===== config.mk =====
export PLATFORM = sky130hd
export DESIGN_NAME = nibble_serializer
export DESIGN_NICKNAME = d
export VERILOG_FILES = /design/src/rtl/serializer_pkg.sv /design/src/rtl/nibble_serializer_mux_n.sv /design/src/rtl/nibble_serializer.sv
export SDC_FILE = /design/constraint.sdc
export NUM_CORES = 1
export LEC_CHECK = 0
export BUFFER_PORTS_ARGS = -buffer_cell sky130_fd_sc_hd__buf_2
export CAP_MARGIN = 5
export CORE_MARGIN = 5
export CORE_UTILIZATION = 52
export DETAILED_ROUTE_END_ITERATION = 8
export GPL_TIMING_DRIVEN = 0
export PLACE_DENSITY = 0.79
export RECOVER_POWER = 25
export SETUP_SLACK_MARGIN = 0.3
export SLEW_MARGIN = 20
export SYNTH_ARGS = -nofsm -noshare
export SYNTH_HDL_FRONTEND = slang
export SYNTH_SLANG_ARGS = --single-unit

===== constraint.sdc =====
create_clock -name clk -period 2.1 [get_ports clk]
set_input_delay 0.315 -clock clk [delete_from_list [all_inputs] [get_ports clk]]
set_output_delay 0.315 -clock clk [all_outputs]
set_load 0.02 [all_outputs]

===== src/rtl/serializer_pkg.sv =====
// serializer_pkg
// Shared definitions for the nibble serializer slice:
//   state_t   - two-state sequencing FSM encoding (IDLE / SHIFT)
//   sel_width - select width required to address a DATA_W-bit word
package serializer_pkg;

  typedef enum logic {
    IDLE  = 1'b0,
    SHIFT = 1'b1
  } state_t;

  // Width of a select able to address every bit of a data_w-bit word.
  // A 1-bit floor keeps degenerate widths from producing a zero-width bus.
  function automatic int sel_width(input int data_w);
    return (data_w <= 2) ? 1 : $clog2(data_w);
  endfunction

endpackage


===== src/rtl/nibble_serializer_mux_n.sv =====
// mux_n
// Parameterized DATA_W:1 combinational selector; the generalization of the
// 4:1 mux (d[3:0], s[1:0] -> z) that the serializer feeds.
// Ports:
//   z  output  1       selected bit, d[s]
//   d  input   DATA_W  data inputs
//   s  input   SEL_W   select
module mux_n #(
  parameter int DATA_W = 4,
  parameter int SEL_W  = 2
) (
  output logic              z,
  input  logic [DATA_W-1:0] d,
  input  logic [SEL_W-1:0]  s
);

  // One-hot decode of the select, then an AND-OR reduction; this maps to the
  // same structure a hand-built N:1 mux would use.
  logic [DATA_W-1:0] hit;

  for (genvar gi = 0; gi < DATA_W; gi++) begin : g_decode
    assign hit[gi] = (s == SEL_W'(gi)) & d[gi];
  end

  assign z = |hit;

endmodule


===== src/rtl/nibble_serializer.sv =====
// nibble_serializer
// Accepts a parallel word over a valid/ready handshake, holds it on the mux
// data inputs, and steps the mux select LSB first, holding each select value
// for HOLD_CYCLES clocks. The selected bit is presented as a serial stream
// qualified by ser_valid / ser_last.
// Ports:
//   clk        input   1       rising-edge clock
//   reset      input   1       asynchronous active-high reset
//   in_data    input   DATA_W  parallel word to serialize
//   in_valid   input   1       in_data valid this cycle
//   in_ready   output  1       a word is accepted this cycle if in_valid
//   d_out      output  DATA_W  held word (mux data inputs)
//   sel        output  SEL_W   current select (mux select)
//   ser_out    output  1       d_out[sel]
//   ser_valid  output  1       ser_out meaningful this cycle
//   ser_last   output  1       final hold cycle of bit DATA_W-1
//   busy       output  1       a word is being serialized
module nibble_serializer
  import serializer_pkg::*;
#(
  parameter int DATA_W      = 4,
  parameter int HOLD_CYCLES = 1,
  localparam int SEL_W      = sel_width(DATA_W)
) (
  input  logic              clk,
  input  logic              reset,
  input  logic [DATA_W-1:0] in_data,
  input  logic              in_valid,
  output logic              in_ready,
  output logic [DATA_W-1:0] d_out,
  output logic [SEL_W-1:0]  sel,
  output logic              ser_out,
  output logic              ser_valid,
  output logic              ser_last,
  output logic              busy
);

  localparam logic [SEL_W-1:0] SEL_MAX = SEL_W'(DATA_W - 1);
  localparam logic [7:0]       HOLD_MAX = 8'(HOLD_CYCLES - 1);

  state_t     state;
  logic [7:0] hold;
  logic       hold_done;
  logic       last_cycle;

  assign hold_done  = (hold == HOLD_MAX);
  assign last_cycle = (state == SHIFT) && (sel == SEL_MAX) && hold_done;

  // Status strobes decode straight from the state/counter registers, so they
  // follow an asynchronous reset without waiting for a clock edge.
  assign busy      = (state == SHIFT);
  assign ser_valid = (state == SHIFT);
  assign ser_last  = last_cycle;
  // Ready on the final cycle lets a new word follow with no bubble.
  assign in_ready  = (state == IDLE) || last_cycle;

  always_ff @(posedge clk or posedge reset) begin
    if (reset) begin
      state <= IDLE;
      d_out <= '0;
      sel   <= '0;
      hold  <= '0;
    end else begin
      case (state)
        IDLE: begin
          if (in_valid) begin
            d_out <= in_data;
            sel   <= '0;
            hold  <= '0;
            state <= SHIFT;
          end
        end
        SHIFT: begin
          if (last_cycle) begin
            // Explicit wrap: sel never relies on counter overflow.
            sel  <= '0;
            hold <= '0;
            if (in_valid) begin
              d_out <= in_data;
            end else begin
              state <= IDLE;
            end
          end else if (hold_done) begin
            hold <= '0;
            sel  <= sel + 1'b1;
          end else begin
            hold <= hold + 8'd1;
          end
        end
        default: state <= IDLE;
      endcase
    end
  end

  mux_n #(
    .DATA_W(DATA_W),
    .SEL_W (SEL_W)
  ) u_mux (
    .z(ser_out),
    .d(d_out),
    .s(sel)
  );

endmodule

==> insert_results.sql <==
INSERT INTO impl_metrics (metric_group, metric, value, unit) VALUES
('sta', 'timing.clock.skew', '0.00219', 'ns'),
('sta', 'whs', '0.0814', 'ns'),
('sta', 'maxSlewViolCount', '0', ''),
('power', 'sequentialPowerShare', '36.7', '%'),
('grt', 'track_usage', '20.0', '%'),
('synth', 'synthDominantAreaCellType', 'dfrtp_1', ''),
('grt', 'number_of_antenna_violations_at_the_first_check_in_global_routing', '0', ''),
('sta', 'worst_pin_slew', '0.597', 'ns'),
('setup_path', 'timing.critical_path.cells', 'inv_2, ha_4, or4b_4, nor4_4, buf_4', ''),
('grt', 'grtUsageMet3', '2.91', '%'),
('route', 'post-route-drc-count', '0', ''),
('synth', 'postSynthAreaPerCell', '9.34', 'um^2'),
('synth', 'syn_area', '878', 'um^2'),
('floorplan', 'initial_util', '56.3', '%'),
('sta', 'final_min_period_over_clock_period', '96.4', '%'),
('grt', 'grt_max_degree', '16', ''),
('cells_and_area', 'area_growth', '32.9', '%'),
('setup_path', 'cp.required', '1.78', 'ns'),
('setup_path', 'setup.worst_path.class', 'flip-flop to output port', ''),
('clock_tree', 'clk_pin_slew', '0.09', 'ns'),
('floorplan', 'core-area', '1560', 'um^2'),
('synth', 'synth_top_cells_by_area', 'dfrtp_1 (43%), ha_1 (8.5%), nand2_1 (6.8%), inv_1 (4.3%), o22ai_1 (3.6%)', ''),
('clock_tree', 'clock_sink_count', '15', ''),
('cells_and_area', 'fin_util', '74.9', '%'),
('floorplan', 'io_pins', '18', ''),
('cells_and_area', 'layout.nets', '139', ''),
('power', 'power.internal', '0.898', 'mW'),
('clock_tree', 'tritoncts', 'done', ''),
('power', 'switching_share', '44.8', '%'),
('floorplan', 'core.rowCount', '14', ''),
('clock_tree', 'cts_root_buf', 'clkbuf_4', ''),
('route', 'route.final.wire_length', '2.29', 'mm'),
('route', 'detail_route.wl_per_cell', '16.2', 'um'),
('route', 'dr_total_vias', '831', ''),
('power', 'power_frac_comb', '53.0', '%'),
('grt', 'grt_most_used_layer', 'met2', ''),
('power', 'switchingPower', '0.730', 'mW'),
('worst_hold_path', 'hold_path_class', 'primary input to async pin', ''),
('route', 'route.antenna.remaining_nets', '0', ''),
('route', 'number_of_optimization_iterations_in_the_first_detailed_route_pass', '4', ''),
('clock_tree', 'htree_num_levels', '1', ''),
('sta', 'final_hold_violating_endpoints', '0', ''),
('synth', 'synthesis.yosys.warnings', '0', ''),
('floorplan', 'chipWidth', '51.1', 'um'),
('sta', 'tns', '0', 'ns'),
('clock_tree', 'cts-buffers-inserted', '3', ''),
('cells_and_area', 'n_antenna_cell', '0', ''),
('placed_design', 'buffer_ports.inserted', '16', ''),
('placed_design', 'globalplace.congestion', '0.778', ''),
('power', 'vdd.ir_drop.worst', '0.000992', 'V'),
('grt', 'grt_residual_overflow', '0', ''),
('setup_path', 'path_max_fanout', '2', ''),
('synth', 'synth.top_cell.area_share', '42.7', '%'),
('sta', 'relSlewSlack', '60.1', '%'),
('clock_tree', 'clk-insertion-delay-late', '0.28', 'ns'),
('setup_path', 'worstPathArrival', '1.71', 'ns'),
('status', 'outcome', 'finished, final reports clean', ''),
('sta', 'setup-violations-final', '0', ''),
('floorplan', 'die_area', '2610', 'um^2'),
('power', 'p_per_area', '1390', 'nW/um^2'),
('setup_path', 'type_of_destination_of_the_critical_path', 'output port', ''),
('placed_design', 'final_hpwl_dp', '1.47', 'mm'),
('cells_and_area', 'final_common_cell', 'nand2_1', ''),
('power', 'power_leakage', '0.558', 'nW'),
('cells_and_area', 'layout-drive-gt1-share', '38.4', '%'),
('synth', 'ys_seq_elements', '15', ''),
('setup_path', 'worst_path_largest_cell_delay', '0.47', 'ns'),
('grt', 'first_pass_grt_wire_length', '3.88', 'mm'),
('cells_and_area', 'final_cell_mix', 'nand2_1 (16), buf_2 (14), buf_4 (13), dfrtp_1 (13), inv_1 (7)', ''),
('synth', 'synth_cells', '94', ''),
('clock_tree', 'hold_buffers', '0', '');
-- through the flow --
step	area, um^2	instances	worst slack, ns
5_1_grt	1170	141	0.0146
6_report	1170	141	0.0762
2_1_floorplan	893	94	0.332
3_3_place_gp	993	126	0.230
4_1_cts	1120	137	0.0969
3_5_place_dp	993	126	0.225
-- worst paths after layout --
check                                    start              endpoint  slack (ns)  depth (start not counted)
max                        hold[1]$_DFFE_PP0P_              ser_last        0.08                          5
min                                      reset        busy$_DFF_PP0_        0.08                          2
max reg2reg                hold[1]$_DFFE_PP0P_   hold[2]$_DFFE_PP0P_        0.32                          6
min reg2reg                 sel[0]$_DFFE_PP0P_    sel[0]$_DFFE_PP0P_        0.54                          1
max in group asynchronous                reset    sel[1]$_DFFE_PP0P_        1.59                          2
min in group clk                    in_data[3]  d_out[3]$_DFFE_PP0P_        0.29                          3
-- per-layer routing --
layer,up-vias,routed length [um]
li1,397,-
met1,396,952
met2,31,1150
met3,7,128
met4,0,56
met5,-,0
-- kinds of logic (layout without fill, tap and decap cells) --
logic type	count (synthesis)	after routing	share of synthesized area [%]
and+or+nand+nor	37	37	24.2
AOI/OAI and AO/OA	21	21	16.2
DFF	15	15	42.7
buffers and inverters	13	44	5.98
adders and majority gates	6	6	8.55
muxes	2	2	2.28
-- layout make-up --
| type | count | area [um^2] | share of cell area, % |
|---|---|---|---|
| tap | 16 | 20.0 | 1.71 |
| sequential | 15 | 378 | 32.4 |
| buffer | 3 | 15.0 | 1.29 |
| timing repair buffer | 27 | 171 | 14.7 |
| inverter | 10 | 37.5 | 3.22 |
| multi-input combinational | 66 | 519 | 44.5 |
| clock buffer | 4 | 26.3 | 2.25 |
-- synthesized netlist by cell type (all sizes together) --
library cell / n
nand2: 16
dfrtp: 15
inv: 10
ha: 6
o22ai: 5
nand2b: 4
o21ai: 4
nand4: 3
o211ai: 3
a22oi: 2
a31oi: 2
and3: 2
buf: 2
mux2i: 2
nand3: 2
nor3: 2
a21oi: 1
a41oi: 1
clkbuf: 1
nor2: 1
nor2b: 1
nor4: 1
nor4b: 1
o21bai: 1
o2bb2ai: 1
o31ai: 1
or2: 1
or3: 1
or4: 1
or4b: 1
-- flip-flops by register name (all words and copies together) (netlist names) --
register and cells:
d_out 4, hold 8, busy 1, sel 2
-- critical path: cells and delay by family (launching register included) --
kind | cells | cell delay, ns
DFF | 1 | 0.41
buffers and inverters | 2 | 0.27
adders and majority gates | 1 | 0.13
and+or+nand+nor | 2 | 0.61
-- power by group through the flow --
stage	clock network [mW]	registers, mW	logic (mW)
after floorplan	0	0.614	0.408
after global placement	0	0.570	0.614
after detailed placement	0	0.579	0.640
after CTS	0.174	0.581	0.780
after global routing	0.195	0.622	0.938
final	0.169	0.597	0.863
-- repair_timing --
item	4_1_cts	5_1_grt
resized for setup	12	5
setup buffers	7	4
endpoints found under the setup margin	2	8
pin swaps	3	2
(Power assumes the default switching activity.)
